File: config.mk
export PLATFORM = sky130hd
export DESIGN_NAME = seven_segment_mux
export DESIGN_NICKNAME = d
export VERILOG_FILES = /design/src/rtl/seven_segment_pkg.sv /design/src/rtl/seven_segment_mux_hex_to_seg.sv /design/src/rtl/seven_segment_mux.sv
export SDC_FILE = /design/constraint.sdc
export NUM_CORES = 1
export LEC_CHECK = 0
export CORE_MARGIN = 1
export CORE_UTILIZATION = 45
export DETAILED_ROUTE_END_ITERATION = 8
export GPL_ROUTABILITY_DRIVEN = 1
export PLACE_DENSITY_LB_ADDON = 0.08
export SYNTH_ARGS = -nofsm -noshare
export SYNTH_HDL_FRONTEND = slang
export SYNTH_HIERARCHICAL = 1
export SYNTH_SLANG_ARGS = --single-unit
File: constraint.sdc
create_clock -name i_clk -period 2.7 [get_ports i_clk]
set_clock_uncertainty 0.05 [all_clocks]
set_input_delay 0.27 -clock i_clk [delete_from_list [all_inputs] [get_ports i_clk]]
set_output_delay 0.27 -clock i_clk [all_outputs]
set_load 0.01 [all_outputs]
File: src/rtl/seven_segment_pkg.sv
// Shared constants for the seven-segment scanner: the active-low hex glyph
// table, the all-dark segment pattern and the decimal-point bit position.
package seven_segment_pkg;

  localparam int SEG_W  = 8;
  localparam int DP_BIT = 7;

  localparam logic [SEG_W-1:0] SEG_OFF = 8'hFF;

  // Glyphs for 0..F, entry n at HEX_TABLE[n]; DP bit is left dark (1).
  localparam logic [15:0][SEG_W-1:0] HEX_TABLE = {
    8'h8E, 8'h86, 8'hA1, 8'hC6, 8'h83, 8'h88, 8'h90, 8'h80,
    8'hF8, 8'h82, 8'h92, 8'h99, 8'hB0, 8'hA4, 8'hF9, 8'hC0
  };

endpackage

File: src/rtl/seven_segment_mux_hex_to_seg.sv
// Combinational nibble-to-glyph decoder. Produces the active-low segment
// pattern for one hex digit with the decimal point merged into bit 7.
module hex_to_seg
  import seven_segment_pkg::*;
(
  input  logic [3:0]       i_nibble,
  input  logic             i_dp,
  output logic [SEG_W-1:0] o_seg
);

  // Look up the glyph, then overwrite the DP bit (lit = 0).
  always_comb begin
    o_seg         = HEX_TABLE[i_nibble];
    o_seg[DP_BIT] = ~i_dp;
  end

endmodule

File: src/rtl/seven_segment_mux.sv
// Time-multiplexed hex driver for a common-anode seven-segment bank.
// One digit is scanned per slot, with a dark dead time at the start of each
// slot to suppress ghosting. Loaded values sit in a pending register and are
// only copied into the displayed register at the frame boundary, so a frame
// never mixes old and new digits.
// Optional build macro: SEVEN_SEG_BLANK_EN enables leading-zero blanking.
module seven_segment_mux
  import seven_segment_pkg::*;
#(
  parameter int DIGITS       = 4,
  parameter int SLOT_CYCLES  = 50000,
  parameter int GHOST_CYCLES = 16
) (
  input  logic                  i_clk,
  input  logic                  i_reset,
  input  logic [4*DIGITS-1:0]   i_value,
  input  logic [DIGITS-1:0]     i_dp,
  input  logic                  i_load,
  output logic [DIGITS-1:0]     o_Segment,
  output logic [SEG_W-1:0]      o_SevenSegmentDisplay,
  output logic                  o_pending,
  output logic                  o_frame
);

  localparam int CNT_W = (SLOT_CYCLES > 1) ? $clog2(SLOT_CYCLES) : 1;
  localparam int IDX_W = (DIGITS > 1) ? $clog2(DIGITS) : 1;

  localparam logic [CNT_W-1:0] CNT_LAST = CNT_W'(SLOT_CYCLES - 1);
  localparam logic [IDX_W-1:0] IDX_LAST = IDX_W'(DIGITS - 1);

  logic [CNT_W-1:0]    slot_cnt;
  logic [IDX_W-1:0]    digit_idx;
  logic                slot_wrap;
  logic                frame_wrap;

  logic [4*DIGITS-1:0] active_value;
  logic [DIGITS-1:0]   active_dp;
  logic [4*DIGITS-1:0] pending_value;
  logic [DIGITS-1:0]   pending_dp;

  logic [3:0]          cur_nibble;
  logic                cur_dp;
  logic [DIGITS-1:0]   digit_en;
  logic [SEG_W-1:0]    decoded_seg;
  logic                in_ghost;
  logic                cur_blank;

  assign slot_wrap  = (slot_cnt == CNT_LAST);
  assign frame_wrap = slot_wrap && (digit_idx == IDX_LAST);

  // Slot counter and digit index; the index steps once per slot wrap.
  always_ff @(posedge i_clk) begin
    if (i_reset) begin
      slot_cnt  <= '0;
      digit_idx <= '0;
    end else if (slot_wrap) begin
      slot_cnt  <= '0;
      digit_idx <= (digit_idx == IDX_LAST) ? '0 : digit_idx + 1'b1;
    end else begin
      slot_cnt  <= slot_cnt + 1'b1;
    end
  end

  // Double buffer: loads go to pending, commit copies into active at the
  // frame boundary; a load landing on the commit cycle bypasses pending.
  always_ff @(posedge i_clk) begin
    if (i_reset) begin
      active_value  <= '0;
      active_dp     <= '0;
      pending_value <= '0;
      pending_dp    <= '0;
      o_pending     <= 1'b0;
    end else if (frame_wrap) begin
      if (i_load) begin
        active_value <= i_value;
        active_dp    <= i_dp;
      end else if (o_pending) begin
        active_value <= pending_value;
        active_dp    <= pending_dp;
      end
      o_pending <= 1'b0;
    end else if (i_load) begin
      pending_value <= i_value;
      pending_dp    <= i_dp;
      o_pending     <= 1'b1;
    end
  end

  // Frame-start pulse, high for the cycle right after the commit.
  always_ff @(posedge i_clk) begin
    if (i_reset) begin
      o_frame <= 1'b0;
    end else begin
      o_frame <= frame_wrap;
    end
  end

  // Pick the scanned digit's nibble/dp and build its active-low enable.
  always_comb begin
    cur_nibble = 4'h0;
    cur_dp     = 1'b0;
    digit_en   = '1;
    for (int k = 0; k < DIGITS; k++) begin
      if (digit_idx == IDX_W'(k)) begin
        cur_nibble  = active_value[4*k +: 4];
        cur_dp      = active_dp[k];
        digit_en[k] = 1'b0;
      end
    end
  end

  generate
    if (GHOST_CYCLES > 0) begin : g_ghost
      assign in_ghost = (slot_cnt < CNT_W'(GHOST_CYCLES));
    end else begin : g_no_ghost
      assign in_ghost = 1'b0;
    end
  endgenerate

`ifdef SEVEN_SEG_BLANK_EN
  logic [DIGITS-1:0] blank_mask;
  logic              zero_run;

  // Walk down from the top digit; stay blank while nibble and dp are zero.
  // Digit 0 always shows.
  always_comb begin
    blank_mask = '0;
    zero_run   = 1'b1;
    for (int k = DIGITS - 1; k > 0; k--) begin
      zero_run      = zero_run && (active_value[4*k +: 4] == 4'h0) && !active_dp[k];
      blank_mask[k] = zero_run;
    end
  end

  assign cur_blank = |(blank_mask & ~digit_en);
`else
  assign cur_blank = 1'b0;
`endif

  hex_to_seg u_hex_to_seg (
    .i_nibble (cur_nibble),
    .i_dp     (cur_dp),
    .o_seg    (decoded_seg)
  );

  // Registered pin drive: dark during dead time or blanking, else the glyph.
  always_ff @(posedge i_clk) begin
    if (i_reset) begin
      o_Segment             <= '1;
      o_SevenSegmentDisplay <= SEG_OFF;
    end else if (in_ghost || cur_blank) begin
      o_Segment             <= '1;
      o_SevenSegmentDisplay <= SEG_OFF;
    end else begin
      o_Segment             <= digit_en;
      o_SevenSegmentDisplay <= decoded_seg;
    end
  end

endmodule

==> flow_metrics.tcl, run 1 <==
set metrics [dict create \
    status "completed" \
    fin_nets 446 \
    multi_input_area_mm2 0.00199 \
    final-max-slew-violation-count 0 \
    initial_core_util_pct 46.7 \
    h-tree-depth 3 \
    synthFlopType "dfxtp_1" \
    avgSynthCellArea_um2 9.46 \
    grt_start_max_net_pins 41 \
    worstPathMaxFanout 11 \
    max_stage_delay_ns 0.38 \
    cts_tree "done" \
    wl_per_cell_um 14.1 \
    period_needed_ns 2.46 \
    setup_viol 0 \
    seq_area_frac_synth_pct 39.8 \
    cpMaxStageDelayCell "dfxtp_1" \
    netlist_area_mm2 0.00362 \
    syn_nets 418 \
    viasPerCell 5.23 \
    worst_ir_drop_vdd_v 0.000242 \
    diodes 0 \
    areaGrowthSynthToFinish_pct 15.6 \
    leakagePower_uw 0.00150 \
    die_h_um 91.8 \
    grt_remaining_overflow 0 \
    critPathLaunchType "register" \
    grt_pass1_vias 2594 \
    rsz0062_at_grt "no" \
    vias 2692 \
    cts.path.max_buffers 2 \
    final_cell_mix "dfxtp_1 (72), nand2b_1 (48), mux2i_1 (43), clkdlybuf4s50_1 (35), nor2_1 (24)" \
    die_area_mm2 0.00842 \
    max_cap_viol_count 0 \
    io_pins 37 \
    cts.sink_count 72 \
    fmax_mhz 407 \
    gp_congestion 0.845 \
    critPathBufInv 3 \
    crit_required_ns 2.84 \
    num_rows 32 \
    end_kind "register" \
    holdCritPathClass "input port to register" \
    hold_violations 0 \
    place_hpwl_um 4780 \
    fillers 742 \
    crit_family "compound AO/OA/AOI/OAI gates" \
    finalWirelength_um 7240 \
    portBuffers 36 \
    crit_chain "inv_1 -> ha_2 -> nand3b_1 -> a21oi_1 -> a21oi_1 -> o21ai_0 -> buf_4 -> inv_1 -> ha_1 -> nand2_1 -> a21oi_1 -> a31oi_1 -> nand2b_1" \
    powerDensity_mw_per_mm2 475 \
    cts_setup_buffers 0 \
    worstSetupPathType "register to register" \
    grt_util_all_layers_pct 18.5 \
    synth_seq_cells 72 \
    final_core_util_pct 53.9 \
    synth_edf_count 0 \
    netlist_instances 383 \
    async_flop_share_pct 0 \
    tightest_slew_ns 1.10 \
    relSlewSlack_pct 26.1 \
    cp.arrival_ns 2.59 \
    grt_pass1_wl_um 12500 \
    fin_tns_setup_ns 0 \
    layout-drive-gt1-share_pct 12.1 \
    clk_latency_ns 0.33 \
    cts_buffers 9 \
    yosysWarnings 6 \
    drt-pass1-iter-count 4 \
    final_common_cell "dfxtp_1" \
    cts_root_buffer "clkbuf_8" \
    antenna_found_initial 0 \
    clk_pin_slew_ns 0.07 \
    seq_area_mm2 0.00144 \
    crit_path_frequent_cell "a21oi_1" \
    die_w_um 91.8 \
    final.period_utilization_pct 91.1 \
    synth_cell_types 43 \
    ant_nets 0 \
    core-area_mm2 0.00777 \
    drt-initial-drc-count 110 \
    drcViolationCount 0 \
]
## worst register-to-register path: stages, from the launching register on
cell,delay [ns]
dfxtp_1,0.38
inv_1,0.08
ha_2,0.23
nand3b_1,0.17
a21oi_1,0.17
a21oi_1,0.05
o21ai_0,0.16
buf_4,0.17
inv_1,0.09
ha_1,0.31
nand2_1,0.09
a21oi_1,0.18
a31oi_1,0.05
nand2b_1,0.14
## synthesized netlist by cell type (7+ instances only)
master | instances | area [um^2]
nor2_1 | 24 | 90.1
clkbuf_1 | 14 | 52.6
xnor2_1 | 11 | 96.3
buf_2 | 7 | 35.0
a31oi_1 | 23 | 144
nand2_1 | 23 | 86.3
o21ai_0 | 7 | 35.0
inv_1 | 9 | 33.8
a211oi_2 | 17 | 213
a21oi_1 | 11 | 55.1
dfxtp_1 | 72 | 1440
ha_1 | 12 | 150
mux2i_1 | 43 | 430
nand2b_1 | 48 | 300
nand3_1 | 8 | 40.0
## cell type report
type	instances	share of cell area [%]
Clock inverter	1	0.119
Clock buffer	12	3.70
Timing Repair Buffer	46	10.3
Sequential cell	72	34.4
Multi-Input combinational cell	272	47.5
Tap cell	102	3.05
Inverter	10	0.956
## through the flow
| stage | std cells | hold WS (ns) | power [uW] | setup WS (ns) | area [um^2] |
|---|---|---|---|---|---|
| detailed placement | 502 | 0.411 | 1280 | 0.240 | 4030 |
| finish | 515 | 0.346 | 1990 | 0.241 | 4190 |
| CTS | 515 | 0.348 | 2020 | 0.176 | 4190 |
| global route | 515 | 0.365 | 2080 | 0.00833 | 4190 |
| global placement | 502 | 0.397 | 1280 | 0.356 | 4030 |
| floorplan | 383 | 0.343 | 1220 | 0.158 | 3620 |
## power by group
part / switching (uW) / internal [uW]
clock: 368 / 368
combinational: 77.1 / 78.0
sequential: 13.4 / 1090
## cell families (layout without fill, tap and decap cells)
group,count (synthesis),count (layout),synth area share (%)
simple gates,133,133,20.3
flops,72,72,39.8
compound gates,69,69,14.6
mux,44,44,12.2
buf+inv,39,69,5.59
xor+xnor,14,14,3.38
fa+ha+maj,12,12,4.14
## per-layer routing
layer  track usage [%]  wire length, um  part of all wire, %
met1              25.6             3680                   51
met2              28.6             3260                   45
met4              7.29               40                 0.55
met3              3.40              258                  3.6
met5                 0                0                    0
## sequential cells by signal (all words and copies together), names as in the netlist, 2 cells and up
| register | count |
|---|---|
| slot_cnt | 16 |
| pending_dp | 4 |
| o_SevenSegmentDisplay | 8 |
| digit_idx | 2 |
| o_Segment | 4 |
| pending_value | 16 |
| active_value | 16 |
| active_dp | 4 |
## path summary, 6_finish.rpt
kind	start	end	slack (ns)	depth (start not counted)
worst max-delay path	digit_idx[1]	o_SevenSegmentDisplay[3]	0.24	13
worst min register to register	slot_cnt[0]	slot_cnt[0]	0.42	1
worst max register to register	digit_idx[1]	o_SevenSegmentDisplay[3]	0.24	13
worst min-delay path	i_reset	o_frame	0.35	2
## what timing repair did
action | CTS | global route
hold endpoints to repair | 0 | 0
endpoints found under the setup margin | 0 | 1
resized for setup | 0 | 1
hold buffers | 0 | 0
Power figures use the tool's default switching activity.
==> run 2, diff against run 1 <==
--- a/config.mk
+++ b/config.mk
@@ -9,6 +9,7 @@
 export CORE_UTILIZATION = 45
 export DETAILED_ROUTE_END_ITERATION = 8
 export GPL_ROUTABILITY_DRIVEN = 1
+export HOLD_SLACK_MARGIN = 0.15
 export PLACE_DENSITY_LB_ADDON = 0.08
 export SYNTH_ARGS = -nofsm -noshare
 export SYNTH_HDL_FRONTEND = slang
==> results of run 2 <==
Final layout, timing and power as in run 1 (identical DEF).
==> run 3, diff against run 2 <==
--- a/config.mk
+++ b/config.mk
@@ -5,6 +5,7 @@
 export SDC_FILE = /design/constraint.sdc
 export NUM_CORES = 1
 export LEC_CHECK = 0
+export CAP_MARGIN = 20
 export CORE_MARGIN = 1
 export CORE_UTILIZATION = 45
 export DETAILED_ROUTE_END_ITERATION = 8
==> results of run 3 <==
Final layout, timing and power as in run 1 (identical DEF).
